--- src/rtl/qpsk_bit_sync.sv ---
// qpsk_bit_sync -- receive symbol-timing recovery for the QPSK/DPSK modem.
//
// Regenerates the transmitter's clk/(2*HALF_PERIOD) symbol clock from
// transitions on the demodulated stream. The loop is a first-order DPLL: a
// modulo phase counter whose nominal +1 step is held (-1) or doubled (+1)
// on each data edge that falls outside the dead zone around ph == 0.
//
// Ports
//   clk        in   system clock
//   reset_n    in   asynchronous active-low reset
//   din        in   demodulated serial data (asynchronous to symbol phase)
//   clk_rec    out  recovered symbol clock, 50 % duty, rises at mid-symbol
//   sample_en  out  one-cycle strobe at mid-symbol
//   dout       out  data bit captured with sample_en
//   locked     out  LOCK_COUNT consecutive in-phase edges seen
module qpsk_bit_sync #(
    parameter int HALF_PERIOD = 128,
    parameter int DEAD_ZONE   = 2,
    parameter int LOCK_COUNT  = 8
) (
    input  logic clk,
    input  logic reset_n,
    input  logic din,
    output logic clk_rec,
    output logic sample_en,
    output logic dout,
    output logic locked
);

    localparam int PERIOD = 2 * HALF_PERIOD;
    localparam int PW     = $clog2(PERIOD);
    localparam int LW     = $clog2(LOCK_COUNT + 1);

    // One extra bit so PERIOD and PERIOD-DEAD_ZONE are representable and the
    // +2 advance can be wrapped without overflow.
    localparam logic [PW:0] HP_X  = (PW+1)'(HALF_PERIOD);
    localparam logic [PW:0] DZ_X  = (PW+1)'(DEAD_ZONE);
    localparam logic [PW:0] HI_X  = (PW+1)'(PERIOD - DEAD_ZONE);
    localparam logic [PW:0] PER_X = (PW+1)'(PERIOD);
    localparam logic [LW-1:0] LC_X = LW'(LOCK_COUNT);

    logic          s1, s2, s3;
    logic          din_edge;
    logic [PW-1:0] ph, ph_next;
    logic [PW:0]   p_x, step, sum_x;
    logic          in_phase, early;
    logic [LW-1:0] lock_cnt, lock_cnt_next;
    logic          at_mid;

    assign din_edge = s2 ^ s3;
    assign p_x      = {1'b0, ph};
    assign at_mid   = (p_x == HP_X);

    always_comb begin
        in_phase      = (p_x <= DZ_X) || (p_x >= HI_X);
        early         = !in_phase && (p_x < HP_X);
        step          = (PW+1)'(1);
        lock_cnt_next = lock_cnt;
        if (din_edge) begin
            if (in_phase) begin
                if (lock_cnt != LC_X)
                    lock_cnt_next = lock_cnt + LW'(1);
            end else begin
                lock_cnt_next = '0;
                // Early edges only occur below HALF_PERIOD and late ones at or
                // above it, so neither correction can skip the mid-symbol
                // value and the strobe is never lost or doubled.
                step = early ? (PW+1)'(0) : (PW+1)'(2);
            end
        end
        sum_x = p_x + step;
        if (sum_x >= PER_X)
            sum_x = sum_x - PER_X;
        ph_next = sum_x[PW-1:0];
    end

    always_ff @(posedge clk or negedge reset_n) begin
        if (!reset_n) begin
            s1        <= 1'b0;
            s2        <= 1'b0;
            s3        <= 1'b0;
            ph        <= '0;
            lock_cnt  <= '0;
            clk_rec   <= 1'b0;
            sample_en <= 1'b0;
            dout      <= 1'b0;
            locked    <= 1'b0;
        end else begin
            s1        <= din;
            s2        <= s1;
            s3        <= s2;
            ph        <= ph_next;
            lock_cnt  <= lock_cnt_next;
            clk_rec   <= ({1'b0, ph_next} >= HP_X);
            sample_en <= at_mid;
            if (at_mid)
                dout <= s2;
            locked    <= (lock_cnt_next == LC_X);
        end
    end

endmodule
--- config.mk ---
export PLATFORM = sky130hd
export DESIGN_NAME = qpsk_bit_sync
export DESIGN_NICKNAME = d
export VERILOG_FILES = /design/src/rtl/qpsk_bit_sync.sv
export SDC_FILE = /design/constraint.sdc
export NUM_CORES = 1
export LEC_CHECK = 0
export ABC_AREA = 0
export CAP_MARGIN = 20
export CORE_MARGIN = 2
export CORE_UTILIZATION = 52
export CTS_BUF_LIST = sky130_fd_sc_hd__clkbuf_8
export CTS_CLUSTER_DIAMETER = 60
export CTS_CLUSTER_SIZE = 10
export DETAILED_ROUTE_END_ITERATION = 6
export PLACE_DENSITY_LB_ADDON = 0.1
export REMOVE_ABC_BUFFERS = 1
export SLEW_MARGIN = 20
export SYNTH_ARGS = -nofsm -noshare
export SYNTH_HDL_FRONTEND = slang
export SYNTH_SLANG_ARGS = --single-unit
export TNS_END_PERCENT = 20
--- constraint.sdc ---
create_clock -name clk -period 2 [get_ports clk]
set_input_delay 0.4 -clock clk [delete_from_list [all_inputs] [get_ports clk]]
set_output_delay 0.4 -clock clk [all_outputs]
set_load 0.005 [all_outputs]
## After elaboration in Yosys (flattened, before gate mapping)

Index checks and enable logic that the tools add are counted.

- Bits in read-only memories: 0
- Memories: 0
- Register bits: 19
- Bits in writable memories: 0
- Output and inout bits: 4
- Bits of input ports: 3
- Logic and storage cells: 31
- Bits in latches: 0

- Shift operators: 0
- Multiply operators: 0
- Add/sub/neg operators: 3
- Reductions and logical operators: 3
- $lt $le $gt $ge: 5
- Multiplexer cells: 7
- Bitwise logic cells: 1
- Equal/unequal tests: 3
- Div/mod/pow operators: 0

Operators by type and width:

| operator | count |
|---|---|
| 8-bit greater-or-equal comparator (second input constant) | 2 |
| 4-bit two-way mux | 3 |
| 8-bit by 9-bit adder with 9-bit output | 1 |
| 9-bit greater-or-equal comparator (second input constant) | 1 |
| 9-bit two-way mux | 1 |
| 8-bit == test (second input constant) | 1 |
| 8-bit by 2-bit less-or-equal comparator with 1-bit output (second input constant) | 1 |
| 8-bit less-than comparator (second input constant) | 1 |
| 8-bit two-way mux | 1 |
| 8-bit by 1-bit subtractor with 8-bit output (second input constant) | 1 |
| 4-bit by 1-bit adder with 4-bit output (second input constant) | 1 |
| 4-bit == test (second input constant) | 1 |
| 2-bit two-way mux | 2 |
| 4-bit != test (second input constant) | 1 |
| 1-bit logical AND | 1 |
| 1-bit logical NOT | 1 |
| 1-bit logical OR | 1 |
| 1-bit bitwise XOR | 1 |

## Logic depth before layout (Yosys ltp)

- Depth after elaboration: 11
- Gate-level depth with buffers: 9
- Depth with buffers taken out: 9

## Worst setup path after synthesis

No wires, ideal clock.

- Kind: reg2reg
- Start point: register ph[2]
- End point: register ph[6]
- Cell stages (with the launch flop): 10
- Arrival: 2.086 ns
- Buffers on the path: 0
- Slack: -0.209 ns
- Data required time: 1.877 ns
- Period minus slack after synthesis: 2.209 ns
- Library setup time: 0.123 ns
- Path through: dfrtp_1 > or4_4 > nor2_4 > a21oi_2 > nand2_1 > ha_1 > inv_1 > fa_1 > nand2b_1 > xnor2_1

- Cells in the longest elaborated chain, start to end: 10
- Elaborated cells on any way between the ends: 13
- Those cells by class: 2 x add/sub; 4 x order compare; 4 x mux; 3 x reduce/logical

Ends and longest elaborated chain:

| what | RTL line | text |
|---|---|---|
| start, declared | 44 | `logic [PW-1:0] ph, ph_next;` |
| start signal, assigned | 92 | `ph <= ph_next;` |
| 8-bit by 2-bit less-or-equal comparator with 1-bit output / 8-bit greater-or-equal comparator (equally long branches) | 55 | `in_phase = (p_x <= DZ_X) \|\| (p_x >= HI_X);` |
| 1-bit logical OR | 55 |  |
| 1-bit logical NOT | 56 | `early = !in_phase && (p_x < HP_X);` |
| 1-bit logical AND | 56 |  |
| 2-bit two-way mux | 68 | `step = early ? (PW+1)'(0) : (PW+1)'(2);` |
| 2-bit two-way mux | 60 | `if (in_phase) begin` |
| 9-bit two-way mux | 59 | `if (din_edge) begin` |
| 8-bit by 9-bit adder with 9-bit output * | 71 | `sum_x = p_x + step;` |
| 8-bit by 1-bit subtractor with 8-bit output / 9-bit greater-or-equal comparator (equally long branches) | 73, 72 |  |
| 8-bit two-way mux * | 72 | `if (sum_x >= PER_X)` |
| via sum_x[6] | 45 | `logic [PW:0] p_x, step, sum_x;` |

Mark *: on every way through the listed nets, which the timed path passes. The rest lies on a longest branch.
A chain may end at the register's enable or synchronous reset.

## Worst setup path in the final report

- Start point: register ph[6]
- End point: register ph[2]

The elaborated chain is that of the path after synthesis.

==> summary.txt <==
HPWL Detailed = 1.01 mm
setup violators final = 8
Max IR drop VDD = 0.704 mV
IO Port Bufs = 6
post-synth top area share = 0.548
pwr dens = 1130 nW/um2
fillers = 116
Sequential Area = 475 um2
synthesized area = 868 um2
setup bufs post-CTS = 0
clock slew at reported path FFs = 0.07 ns
library cells used by synthesis = 26
setup TNS = -0.640 ns
clock period minus worst slack = 2.16 ns
via count = 586
largest net degree at the start of global routing = 20
WL met3 = 44 um
worst hold stages = 0
crit-path max cell delay = 0.53 ns
antenna diode count = 0
CP Data Required Time = 2.14 ns
CTS tree = yes
CP Capture Type = flip-flop
Worst Reg-to-Reg Cells = 9
DRC = 0
Tcrit/Tclk final = 1.08
final hold violation count = 0
deepest clock path buffer count = 2
full die area = 2010 um2
RSZ-0062 raised after global routing = yes
CP Data Arrival Time = 2.29 ns
WL/cell = 12.5 um
FMAX = 0.464 GHz
Vert. Die Dim = 44.9 um
nets@finish = 104
Total Routed Length = 1.39 mm
area leader, netlist = dfrtp_1
CTS Root Cell = clkbuf_8
critical path peak fanout = 3
row cnt = 14
# IOs = 7
status = finished with violations
fraction of layout cells with a size suffix above 1 = 0.284
max cap viols = 0
Critical Path, Cell by Cell = or4_4 -> nor2_4 -> a21oi_2 -> nand2_1 -> ha_2 -> inv_2 -> fa_2 -> buf_4 -> xnor2_1
first-pass GRT wire length = 2.57 mm
# hold bufs at CTS = 0
Hold WS = 0.352 ns
Cells after Synth = 74
Routed Antenna Nets = 0
Area Growth Syn to Fin = 26.9%
#FFs+latches synth = 19
gr ovfl total = 0
gr usage total = 0.192
Worst Hold Class = reg2reg
met2 WL post-DR = 662 um
clock sink total = 19
leakage power total = 0.519 nW
sequential-to-total area share from yosys stat = 0.548
skew final = 0.00282 ns
Pins Over Slew Limit = 0
worst rel slew slack = 0.790
Setup Crit Path Kind = reg2reg
Worst-Margin Slew = 0.313 ns
WL met1 = 646 um
worst skew pair latency = 0.25 ns
Initial Util = 0.563
YS warnings = 0
H-tree lvl count = 1
failing checks = negative setup slack
multi-input logic area = 395 um2
core area = 1540 um2
CP max stage cell = or4_4
initial antenna violation count = 0
top post-synthesis cells by area = dfrtp_1 55%, xnor2_1 8.1%, ha_1 5.8%
syn avg cell area = 11.7 um2
DR pass1 iterations = 3
die width = 44.9 um
Top Layer Used = met4
Iteration-0 DRC Markers = 1
startpoint types = flip-flop
number of global-route vias before repair = 578
vias per cell = 5.28
fin worst setup slack = -0.155 ns
Final Wtd Congestion = 0.803
Num CTS Buffers = 3
-- synth_stat cells --
library cell / instances
a21o_1: 1
a21oi_1: 4
a21oi_2: 1
a31oi_1: 1
and3_1: 1
and4_1: 2
dfrtp_1: 19
fa_1: 1
ha_1: 4
inv_1: 6
mux2_1: 1
nand2_1: 7
nand2b_1: 1
nand3_1: 3
nand4_1: 1
nor2_1: 2
nor2_4: 1
nor2b_1: 1
nor3_1: 1
nor4b_2: 1
o21ai_1: 2
o21ai_2: 1
o22ai_1: 1
or4_4: 1
xnor2_1: 8
xor2_1: 2
-- registers in the layout (all words and copies together), names as in the netlist --
name and count:
s3 1, s1 1, locked 1, lock_cnt 4, sample_en 1, s2 1, dout 1, ph 8
clk_rec 1
-- worst max-delay path: cells and delay by family (launching register included) --
kind	cells	cell delay, ns
AND/OR/NAND/NOR	3	0.72
AO/OA/AOI/OAI	1	0.08
adder cells (fa/ha/maj)	2	0.54
buffers and inverters	2	0.19
flip-flops	1	0.40
XOR/XNOR	1	0.12
-- where the power goes --
group          switching, mW  total [mW]  internal, mW  leakage, nW
registers             0.0594       0.528         0.469        0.245
logic                  0.222       0.460         0.238        0.249
clock network          0.121       0.259         0.138       0.0255
-- kinds of logic after synthesis --
kind of cell               synth area share
buffers and inverters                0.0259
muxes                                0.0130
and+or+nand+nor                       0.154
xor gates and xnor gates              0.101
DFF                                   0.548
AOI/OAI and AO/OA                    0.0778
adders and majority gates            0.0807
-- what timing repair did --
action / in CTS / in global routing
pin swaps: 1 / 3
endpoints found under the setup margin: 8 / 8
cloned: 0 / 0
gates resized for setup: 3 / 4
-- cells in the final DEF, fill, tap and decap left out, drive strengths merged, types with 2 or more instances in the layout --
master         count
clkbuf             3
xnor2              8
a21oi              5
dfrtp             19
nand2              7
buf               11
inv                6
nor2               3
ha                 4
clkdlybuf4s50      6
nand3              3
and4               2
xor2               2
o21ai              3
-- path summary, 6_finish.rpt --
check                                start               endpoint  slack, ns
setup / recovery           ph[6]$_DFF_PN0_        ph[2]$_DFF_PN0_      -0.16
hold / removal                s1$_DFF_PN0_           s2$_DFF_PN0_       0.35
setup reg to reg           ph[6]$_DFF_PN0_        ph[2]$_DFF_PN0_      -0.16
hold reg to reg               s1$_DFF_PN0_           s2$_DFF_PN0_       0.35
max in group asynchronous          reset_n        ph[2]$_DFF_PN0_       1.33
min in group asynchronous          reset_n  lock_cnt[0]$_DFF_PN0_       0.47
-- metrics by stage --
stage | power [mW] | instances | setup slack, ns | util | area, um2
floorplan | 0.778 | 74 | -0.209 | - | 868
global placement | 0.953 | 107 | -0.142 | 0.669 | 1030
detailed placement | 0.962 | 107 | -0.170 | 0.669 | 1030
CTS | 1.24 | 111 | -0.125 | 0.709 | 1090
global route | 1.34 | 111 | -0.237 | 0.715 | 1100
finish | 1.25 | 111 | -0.155 | 0.715 | 1100
-- per-layer routing --
layer	vias to the layer above	GRT usage
li1	294	-
met2	9	0.290
met4	0	0.106
met1	279	0.245
met3	4	0.0600
met5	-	0
-- cell type report --
cell class                      instances  share of cell area
Clock buffer                            3              0.0375
Clock inverter                          1             0.00454
Inverter                                6              0.0204
Multi-Input combinational cell         49               0.359
Sequential cell                        19               0.431
Tap cell                               16              0.0182
Timing Repair Buffer                   17               0.129
Note: power is estimated with default switching activity, not from simulation.
